### src/rtl/rng_word_arbiter_if.sv
// Handshake bundle between the SHAKE256 squeeze stream, the word arbiter and its sampler ports.
interface rng_word_arbiter_if #(
    parameter int unsigned N_PORT = 4,
    parameter int unsigned W      = 128
);
    logic                shk_valid;
    logic [W-1:0]        shk_data;
    logic                shk_ready;
    logic [N_PORT-1:0]   rng_valid;
    logic [N_PORT*W-1:0] rng;
    logic [N_PORT-1:0]   rng_extract;

    modport master (
        output shk_valid, shk_data, rng_extract,
        input  shk_ready, rng_valid, rng
    );

    modport slave (
        input  shk_valid, shk_data, rng_extract,
        output shk_ready, rng_valid, rng
    );
endinterface

### src/rtl/rng_word_arbiter.sv
// Shares one SHAKE256 word stream among N_PORT samplers via a small FIFO and round-robin dealing.
// Optional feature macro: RNG_ARB_STAT_EN builds saturating per-port consumed-word counters.
module rng_word_arbiter #(
    parameter int unsigned N_PORT = 4,
    parameter int unsigned DEPTH  = 4,
    parameter int unsigned W      = 128
) (
    input  logic                    clk,
    input  logic                    rst,
    rng_word_arbiter_if.slave       bus,
    output logic [$clog2(DEPTH):0]  fifo_level,
    output logic                    err_extract,
    output logic [N_PORT*16-1:0]    stat_cnt
);
    localparam int unsigned PW = $clog2(DEPTH);
    localparam int unsigned LW = PW + 1;
    localparam int unsigned IW = $clog2(N_PORT);

    logic [W-1:0]        mem [DEPTH];
    logic [PW-1:0]       wr_ptr;
    logic [PW-1:0]       rd_ptr;
    logic [IW-1:0]       rr;
    logic [N_PORT-1:0]   rng_valid_q;
    logic [N_PORT*W-1:0] rng_q;

    logic                push;
    logic                gnt_vld;
    logic [IW-1:0]       gnt_idx;
    logic [N_PORT-1:0]   need;

    assign bus.shk_ready = (fifo_level < LW'(DEPTH));
    assign bus.rng_valid = rng_valid_q;
    assign bus.rng       = rng_q;

    assign push = bus.shk_valid & bus.shk_ready;
    assign need = ~rng_valid_q | (bus.rng_extract & rng_valid_q);

    // Round-robin search starting one past the last granted port
    always_comb begin
        gnt_vld = 1'b0;
        gnt_idx = '0;
        for (int unsigned k = 1; k <= N_PORT; k++) begin
            if (!gnt_vld && (fifo_level != '0) && need[(32'(rr) + k) % N_PORT]) begin
                gnt_vld = 1'b1;
                gnt_idx = IW'((32'(rr) + k) % N_PORT);
            end
        end
    end

    // Storage array carries no reset; pointers and level define what is valid
    always_ff @(posedge clk) begin
        if (push) begin
            mem[wr_ptr] <= bus.shk_data;
        end
    end

    always_ff @(posedge clk or posedge rst) begin
        if (rst) begin
            wr_ptr     <= '0;
            rd_ptr     <= '0;
            fifo_level <= '0;
            rr         <= IW'(N_PORT - 1);
        end else begin
            if (push) begin
                wr_ptr <= wr_ptr + PW'(1);
            end
            if (gnt_vld) begin
                rd_ptr <= rd_ptr + PW'(1);
                rr     <= gnt_idx;
            end
            fifo_level <= fifo_level + LW'(push) - LW'(gnt_vld);
        end
    end

    // Hold registers: a grant reloads the slot, a bare extract only empties it
    always_ff @(posedge clk or posedge rst) begin
        if (rst) begin
            rng_valid_q <= '0;
            rng_q       <= '0;
            err_extract <= 1'b0;
        end else begin
            for (int unsigned i = 0; i < N_PORT; i++) begin
                if (gnt_vld && (gnt_idx == IW'(i))) begin
                    rng_valid_q[i]   <= 1'b1;
                    rng_q[i*W +: W]  <= mem[rd_ptr];
                end else if (bus.rng_extract[i]) begin
                    rng_valid_q[i]   <= 1'b0;
                end
            end
            if (|(bus.rng_extract & ~rng_valid_q)) begin
                err_extract <= 1'b1;
            end
        end
    end

`ifdef RNG_ARB_STAT_EN
    always_ff @(posedge clk or posedge rst) begin
        if (rst) begin
            stat_cnt <= '0;
        end else begin
            for (int unsigned i = 0; i < N_PORT; i++) begin
                if (bus.rng_extract[i] && rng_valid_q[i] && (stat_cnt[i*16 +: 16] != 16'hFFFF)) begin
                    stat_cnt[i*16 +: 16] <= stat_cnt[i*16 +: 16] + 16'd1;
                end
            end
        end
    end
`else
    assign stat_cnt = '0;
`endif

endmodule
### src/flat_wrapper.sv
// flat-port wrapper written by rule: the top's interface ports become plain ports
module rng_word_arbiter_flat 
#(
    parameter int unsigned N_PORT = 4,
    parameter int unsigned DEPTH  = 4,
    parameter int unsigned W      = 128
)
  (clk, rst, fifo_level, err_extract, stat_cnt, bus_shk_valid, bus_shk_data, bus_rng_extract, bus_shk_ready, bus_rng_valid, bus_rng);
  rng_word_arbiter_if #(.N_PORT(N_PORT), .W(W)) bus_i ();
  input  logic clk;
  input  logic rst;
  output logic [$clog2(DEPTH):0] fifo_level;
  output logic err_extract;
  output logic [N_PORT*16-1:0] stat_cnt;
  input wire logic [$bits(bus_i.shk_valid)-1:0] bus_shk_valid;
  input wire logic [$bits(bus_i.shk_data)-1:0] bus_shk_data;
  input wire logic [$bits(bus_i.rng_extract)-1:0] bus_rng_extract;
  output wire logic [$bits(bus_i.shk_ready)-1:0] bus_shk_ready;
  output wire logic [$bits(bus_i.rng_valid)-1:0] bus_rng_valid;
  output wire logic [$bits(bus_i.rng)-1:0] bus_rng;
  assign bus_i.shk_valid = bus_shk_valid;
  assign bus_i.shk_data = bus_shk_data;
  assign bus_i.rng_extract = bus_rng_extract;
  assign bus_shk_ready = bus_i.shk_ready;
  assign bus_rng_valid = bus_i.rng_valid;
  assign bus_rng = bus_i.rng;
  rng_word_arbiter #(.N_PORT(N_PORT), .DEPTH(DEPTH), .W(W)) u_core (.clk(clk), .rst(rst), .bus(bus_i), .fifo_level(fifo_level), .err_extract(err_extract), .stat_cnt(stat_cnt));
endmodule
### config.mk
export PLATFORM = sky130hd
export DESIGN_NAME = rng_word_arbiter_flat
export DESIGN_NICKNAME = d
export VERILOG_FILES = /design/src/rtl/rng_word_arbiter_if.sv /design/src/rtl/rng_word_arbiter.sv /design/src/flat_wrapper.sv
export SDC_FILE = /design/constraint.sdc
export NUM_CORES = 1
export LEC_CHECK = 0
export ABC_AREA = 1
export CAP_MARGIN = 30
export CORE_UTILIZATION = 42
export DETAILED_ROUTE_END_ITERATION = 7
export PLACE_DENSITY = 0.66
export SLEW_MARGIN = 25
export SYNTH_ARGS = -nofsm -noshare
export SYNTH_HDL_FRONTEND = slang
export SYNTH_SLANG_ARGS = --single-unit
### constraint.sdc
create_clock -name clk -period 37.8 [get_ports clk]
set_input_delay 3.78 -clock clk [delete_from_list [all_inputs] [get_ports clk]]
set_output_delay 3.78 -clock clk [all_outputs]
set_load 0.05 [all_outputs]
==> impl_metrics.csv, run 1 <==
group,metric,value,unit
clock_network,cts_buffers,107,
cells_and_area,seq_area,28540,um2
critical_path,critical_path_class,"input pin to flop",
critical_path,required,38.37,ns
clock_network,cts_tree,"done",
synthesis,ys_ff_latch,1038,
synthesis,synth_flop_cell,"dfrtp_1",
critical_path,worstSetupPathDepth,16,
synthesis,synth_xor_area_frac,0.001875,
synthesis,avgSynthCellArea,12.07,um2
synthesis,yosysSeqAreaShare,0.7010,
synthesis,async_reset_ff_frac,0.5067,
grt,grt_antenna_before_repair,23,
cells_and_area,n_fill_cell,8292,
synthesis,muxShareOfSynthArea,0,
critical_path,r2r_slack,33.17,ns
sta,fin_setup_tns,0,ns
synthesis,yosysUniqueCellTypes,42,
worst_hold_path,hold_class,"flop to flop",
die,start_util,0.4260,
sta,fin_crit,7.483,ns
clock_network,clkTransAtPathRegs,0.06,ns
synthesis,synth_top_family_by_area,"simple AND/OR/NAND/NOR gates",
place,gp_congestion,0.8298,
clock_network,clk_latency,0.69,ns
sta,hold_viol,0,
clock_network,cts_resized,0,
sta,fin_worst_skew,0.01758,ns
die,die_w,313.4,um
detailed_routing,num_vias,27093,
critical_path,path_max_fanout,71,
synthesis,syn-cell-area,40720,um2
synthesis,synth_simple_gate_area_frac,0.1238,
grt,grt_pass1_vias,26144,
cells_and_area,final_nets,4085,
clock_network,clock_sinks,1038,
sta,setup_violations,0,
sta,worst_pin_slew,1.092,ns
critical_path,slowest_delay,0.76,ns
critical_path,crit_path_start_kind,"input pin",
clock_network,cts-root-buf,"clkbuf_16",
detailed_routing,vias_per_cell,5.088,
sta,rsz0062_at_grt,"false",
detailed_routing,antenna_left,0,
die,die_y,313.4,um
grt,grt_usage,0.2181,
critical_path,r2r_end,"u_core.bus.rng[65]",
die,pin_count,720,
cells_and_area,layout-drive-gt1-share,0.1080,
critical_path,r2r_start,"u_core.rr[0]",
sta,slew_headroom,0.2721,
critical_path,cpMostUsedCell,"nand2_1",
place,hpwl,70520,um
die,rows,113,
synthesis,synth_edf_count,512,
critical_path,crit_path_start,"bus_rng_extract[1]",
detailed_routing,routedWlPerCell,20.54,um
die,fp.dieArea,98190,um2
detailed_routing,wirelength,109400,um
synthesis,syn_inst,3373,
clock_network,holdBufCountCts,0,
place,port_buffers,655,
sta,fin_crit_sh,0.1980,
run_status,status,"complete, no violations",
critical_path,crit_path_cell_trace,"clkdlybuf4s50_1, inv_1, nand3_1, nand2_1, nand2_1, nand3_1, nand2_1, clkinv_2, nand3_4, nand2_2, nand2_8, buf_4, nand3_4, buf_4, nand2_1, nand2_1",
sta,max_freq,133.6,MHz
critical_path,worst-path-buf-inv,5,
cells_and_area,syn2layout_area_growth,26.03,%
critical_path,crit_family,"simple AND/OR/NAND/NOR gates",
synthesis,synth_compound_area_frac,0.1105,
die,core_area,95580,um2
job,max_cap_viol_count,0,
synthesis,yosysWarnings,0,
critical_path,rr_worst_depth,15,
sta,timing.final.max_slew_violations,0,
detailed_routing,drc,0,
detailed_routing,dr.pass1.iters,6,
critical_path,slowest_stage,"nand3_4",
critical_path,cp.arrival,8.05,ns
grt,grt_start_max_net_pins,219,
clock_network,htreeDepth,3,
grt,grt_overflow,0,
critical_path,critPathCapture,"u_core.bus.rng[65]",
cells_and_area,multiInputGateArea,10040,um2
synthesis,synthAdderAreaFrac,0.002336,
clock_network,postCtsSetupBuffers,0,
clock_network,cts_buffer_depth,3,
critical_path,crit_path_end_kind,"flop",
detailed_routing,drt_iter0_markers,1968,
grt,grt_pass1_wl,163200,um
registers in the layout (all words and copies together) (netlist names):
register,flops
u_core.bus.rng_valid,4
u_core.rr,2
u_core.bus.rng,512
u_core.mem,512
u_core.err_extract,1
u_core.wr_ptr,2
u_core.rd_ptr,2
u_core.fifo_level,3
per-layer routing:
| layer | GRT usage | routed length [um] | up-vias |
|---|---|---|---|
| met5 | 0 | 28 | - |
| met4 | 0.08714 | 3184 | 4 |
| met3 | 0.03945 | 5688 | 163 |
| met2 | 0.3706 | 56020 | 777 |
| met1 | 0.2763 | 44440 | 13415 |
| li1 | - | - | 12734 |
synthesized netlist by cell type (2+ instances only):
master    number  area, um2
dfrtp_1      524      13110
inv_2          4      15.01
o21ai_1      147      735.7
buf_1         16      60.06
nand2_4        3      33.78
buf_2         50      250.2
nand3_4        2      35.03
xor2_1         3      26.28
a32oi_1      128       1121
o21ai_0       35      175.2
inv_1        152      570.6
clkbuf_1      88      330.3
dfstp_2        2      52.55
nand3_1       12      60.06
buf_6         52      585.6
a21oi_1      128      640.6
nand4_1      130      813.3
edfxtp_1     512      15370
nor2_1         8      30.03
nand2_1     1057       3968
ha_1           6      75.07
nand2_2        6      37.54
xnor2_1        2      17.52
nand3_2        2      20.02
buf_4         83      623.1
o21ai_2      204       1787
clkbuf_2       2      10.01
cell usage in the layout, fill, tap and decap left out, drive strengths merged:
master / synthesis / final
inv: 157 / 163
edfxtp: 512 / 512
fa: 1 / 1
clkinv: 2 / 31
xnor2: 3 / 3
conb: 1 / 64
o21ai: 387 / 387
ha: 6 / 6
nand3: 16 / 16
o221ai: 1 / 1
xor2: 4 / 4
nor3: 1 / 1
nor2: 11 / 11
clkbuf: 90 / 162
clkdlybuf4s50: 0 / 655
bufinv: 0 / 5
clkinvlp: 0 / 2
a21oi: 129 / 129
diode: 0 / 22
a32oi: 128 / 128
nand2: 1066 / 1066
dfstp: 2 / 2
a211oi: 1 / 1
nand4: 130 / 130
dfrtp: 524 / 524
buf: 201 / 34
worst min-delay path by stage:
stage          cells past startpoint  slack (ns)                start                   to
2_1_floorplan                      2        0.58     u_core.wr_ptr[1]     u_core.wr_ptr[1]
3_3_place_gp                       2        0.45  u_core.bus.rng[126]  u_core.bus.rng[126]
3_5_place_dp                       2        0.46   u_core.bus.rng[59]   u_core.bus.rng[59]
4_1_cts                            2        0.47   u_core.bus.rng[54]   u_core.bus.rng[54]
5_1_grt                            2        0.48   u_core.bus.rng[54]   u_core.bus.rng[54]
6_report                           2        0.47   u_core.bus.rng[77]   u_core.bus.rng[77]
final cells by class:
type,instances,area share
repair buffers,689,0.1355
flip-flops and latches,1038,0.5563
multi-input cells,1948,0.1956
clock inverters,42,0.007169
clock buffers,162,0.06137
well taps,1265,0.03085
diodes,22,0.001073
inverters,159,0.01214
worst register-to-register path, stage by stage (launching register included):
cell and delay (ns):
dfstp_2 0.72, inv_4 0.09, nand3_1 0.08, nand2_1 0.07, nand2_1 0.10, nand3_1 0.12
nand2_1 0.11, clkinv_2 0.10, nand3_4 0.11, nand2_2 0.10, nand2_8 0.37, buf_4 0.75
nand3_4 0.76, buf_4 0.64, nand2_1 0.32, nand2_1 0.07
stage by stage:
| stage | instance area, um2 | cells | setup slack (ns) | hold WS [ns] | utilization |
|---|---|---|---|---|---|
| 2_1_floorplan | 40950 | 3436 | 19.33 | 0.5796 | - |
| 3_3_place_gp | 47610 | 5094 | 29.76 | 0.4548 | 0.4981 |
| 3_5_place_dp | 47640 | 5095 | 29.68 | 0.4582 | 0.4984 |
| 4_1_cts | 51160 | 5299 | 30.42 | 0.4736 | 0.5352 |
| 5_1_grt | 51310 | 5324 | 30.02 | 0.4819 | 0.5369 |
| 6_report | 51310 | 5325 | 30.32 | 0.4709 | 0.5369 |
kinds of logic (layout without fill, tap and decap cells):
| kind of cell | after synthesis | in the layout |
|---|---|---|
| AO/OA/AOI/OAI | 646 | 646 |
| XOR/XNOR | 7 | 7 |
| flip-flops | 1038 | 1038 |
| buffers and inverters | 450 | 1052 |
| adder cells (fa/ha/maj) | 7 | 7 |
| AND/OR/NAND/NOR | 1224 | 1224 |
| other | 1 | 86 |
Power of run 1 is left out: the tool's default activity adds up to more than one toggle a clock period on the data nets, which glitch-free logic cannot reach.
==> run 2: changes to the inputs <==
Clock period 37.8 ns to 7 ns, I/O delays scaled along.
==> run 2 against run 1 <==
Clock skew down 0.0055 ns. Worst setup slack got worse by 27 ns. Largest cell class unchanged. Critical path depth shrank 2. Die area unchanged.
==> impl_metrics.csv, run 2 (synthesis results as in run 1) <==
group,metric,value,unit
sta,rsz0062_at_grt,"false",
critical_path,r2r_slack,3.08,ns
die,die_y,313.4,um
grt,grt_pass1_wl,163000,um
sta,fin_worst_skew,0.01211,ns
die,pin_count,720,
die,start_util,0.4260,
cells_and_area,layout-drive-gt1-share,0.1053,
die,fp.dieArea,98190,um2
critical_path,crit_family,"simple AND/OR/NAND/NOR gates",
detailed_routing,dr.pass1.iters,5,
critical_path,r2r_start,"u_core.rr[0]",
critical_path,cp.arrival,4.46,ns
clock_network,clk_latency,0.66,ns
job,max_cap_viol_count,0,
place,gp_congestion,0.8459,
run_status,status,"complete, no violations",
critical_path,crit_path_start,"u_core.rr[0]",
die,rows,113,
die,die_w,313.4,um
clock_network,htreeDepth,3,
clock_network,cts_buffer_depth,3,
clock_network,cts_buffers,104,
critical_path,worstSetupPathDepth,14,
critical_path,critical_path_class,"flop to flop",
detailed_routing,wirelength,109600,um
critical_path,r2r_end,"u_core.bus.rng[38]",
die,core_area,95580,um2
cells_and_area,syn2layout_area_growth,25.65,%
critical_path,crit_path_end_kind,"flop",
detailed_routing,routedWlPerCell,20.66,um
critical_path,slowest_stage,"nand3_4",
critical_path,slowest_delay,0.76,ns
detailed_routing,drt_iter0_markers,1910,
grt,grt_antenna_before_repair,22,
cells_and_area,final_nets,4077,
critical_path,crit_path_start_kind,"flop",
grt,grt_usage,0.2178,
clock_network,cts_resized,0,
sta,setup_violations,0,
cells_and_area,mostFrequentLayoutCells,"nand2_1, clkdlybuf4s50_1, dfrtp_1",
sta,fin_hold_ws,0.4680,ns
sta,fin_crit,3.919,ns
critical_path,crit_path_cell_trace,"inv_4, nand3_1, nand2_1, nand2_1, nand3_1, nand2_1, clkinv_2, nand3_4, nand2_2, nand2_8, nand3_4, buf_4, nand2_1, nand2_1",
grt,grt_overflow,0,
detailed_routing,antenna_left,0,
place,hpwl,70310,um
sta,worst_pin_slew,0.9830,ns
sta,timing.final.max_slew_violations,0,
critical_path,critPathCapture,"u_core.bus.rng[38]",
critical_path,required,7.54,ns
critical_path,worst-path-buf-inv,3,
sta,max_freq,255.1,MHz
critical_path,rr_worst_depth,14,
cells_and_area,n_fill_cell,8215,
detailed_routing,drc,0,
grt,grt_start_max_net_pins,153,
clock_network,clock_sinks,1038,
sta,fin_crit_sh,0.5599,
worst_hold_path,hold_class,"flop to flop",
detailed_routing,vias_per_cell,5.087,
clock_network,clkTransAtPathRegs,0.06,ns
sta,hold_viol,0,
critical_path,path_max_fanout,68,
cells_and_area,layout_commonest_cell,"nand2_1",
sta,slew_headroom,0.3447,
clock_network,postCtsSetupBuffers,0,
grt,grt_pass1_vias,26027,
clock_network,cts_tree,"done",
detailed_routing,num_vias,26973,
critical_path,cpMostUsedCell,"nand2_1",
clock_network,holdBufCountCts,0,
place,port_buffers,655,
clock_network,cts-root-buf,"clkbuf_16",
[run 2: worst min-delay path by stage]
stage | start | end | slack [ns] | depth (start not counted)
2_1_floorplan | u_core.wr_ptr[1] | u_core.wr_ptr[1] | 0.58 | 2
3_3_place_gp | u_core.bus.rng[105] | u_core.bus.rng[105] | 0.45 | 2
3_5_place_dp | u_core.bus.rng[79] | u_core.bus.rng[79] | 0.46 | 2
4_1_cts | u_core.bus.rng[65] | u_core.bus.rng[65] | 0.47 | 2
5_1_grt | u_core.bus.rng[73] | u_core.bus.rng[73] | 0.48 | 2
6_report | u_core.bus.rng[79] | u_core.bus.rng[79] | 0.47 | 2
[run 2: cell type report]
class | instances | area (um2) | share of cell area
clock buffers | 157 | 3034 | 0.05931
diodes | 19 | 47.55 | 0.0009293
well taps | 1265 | 1583 | 0.03094
multi-input cells | 1948 | 10040 | 0.1962
flip-flops and latches | 1038 | 28540 | 0.5579
repair buffers | 684 | 6915 | 0.1352
clock inverters | 32 | 380.4 | 0.007435
inverters | 159 | 619.3 | 0.01211
[run 2: metrics by stage]
step / std cells / util / TNS [ns] / setup slack, ns / area [um2]
6_report: 5302 / 0.5353 / 0 / 3.081 / 51160
5_1_grt: 5297 / 0.5351 / 0 / 2.847 / 51150
4_1_cts: 5283 / 0.5348 / 0 / 3.059 / 51110
3_5_place_dp: 5094 / 0.4991 / 0 / 2.622 / 47700
3_3_place_gp: 5094 / 0.4990 / 0 / 2.681 / 47690
2_1_floorplan: 3436 / - / -443.58 / -0.8465 / 40970
[run 2: layer usage]
layer  vias to the layer above  global-route usage  routed length [um]
li1                      12674                   -                   -
met1                     13423              0.2768               45110
met2                       691              0.3667               55240
met3                       175             0.04493                5990
met4                        10             0.08315                3145
met5                         -                   0                  68
[run 2: worst min-delay path, delay by kind of cell (launching register included)]
kind | cells | cell delay (ns)
flops | 1 | 0.34
simple gates | 2 | 0.10
Power of run 2 is left out for the same reason.
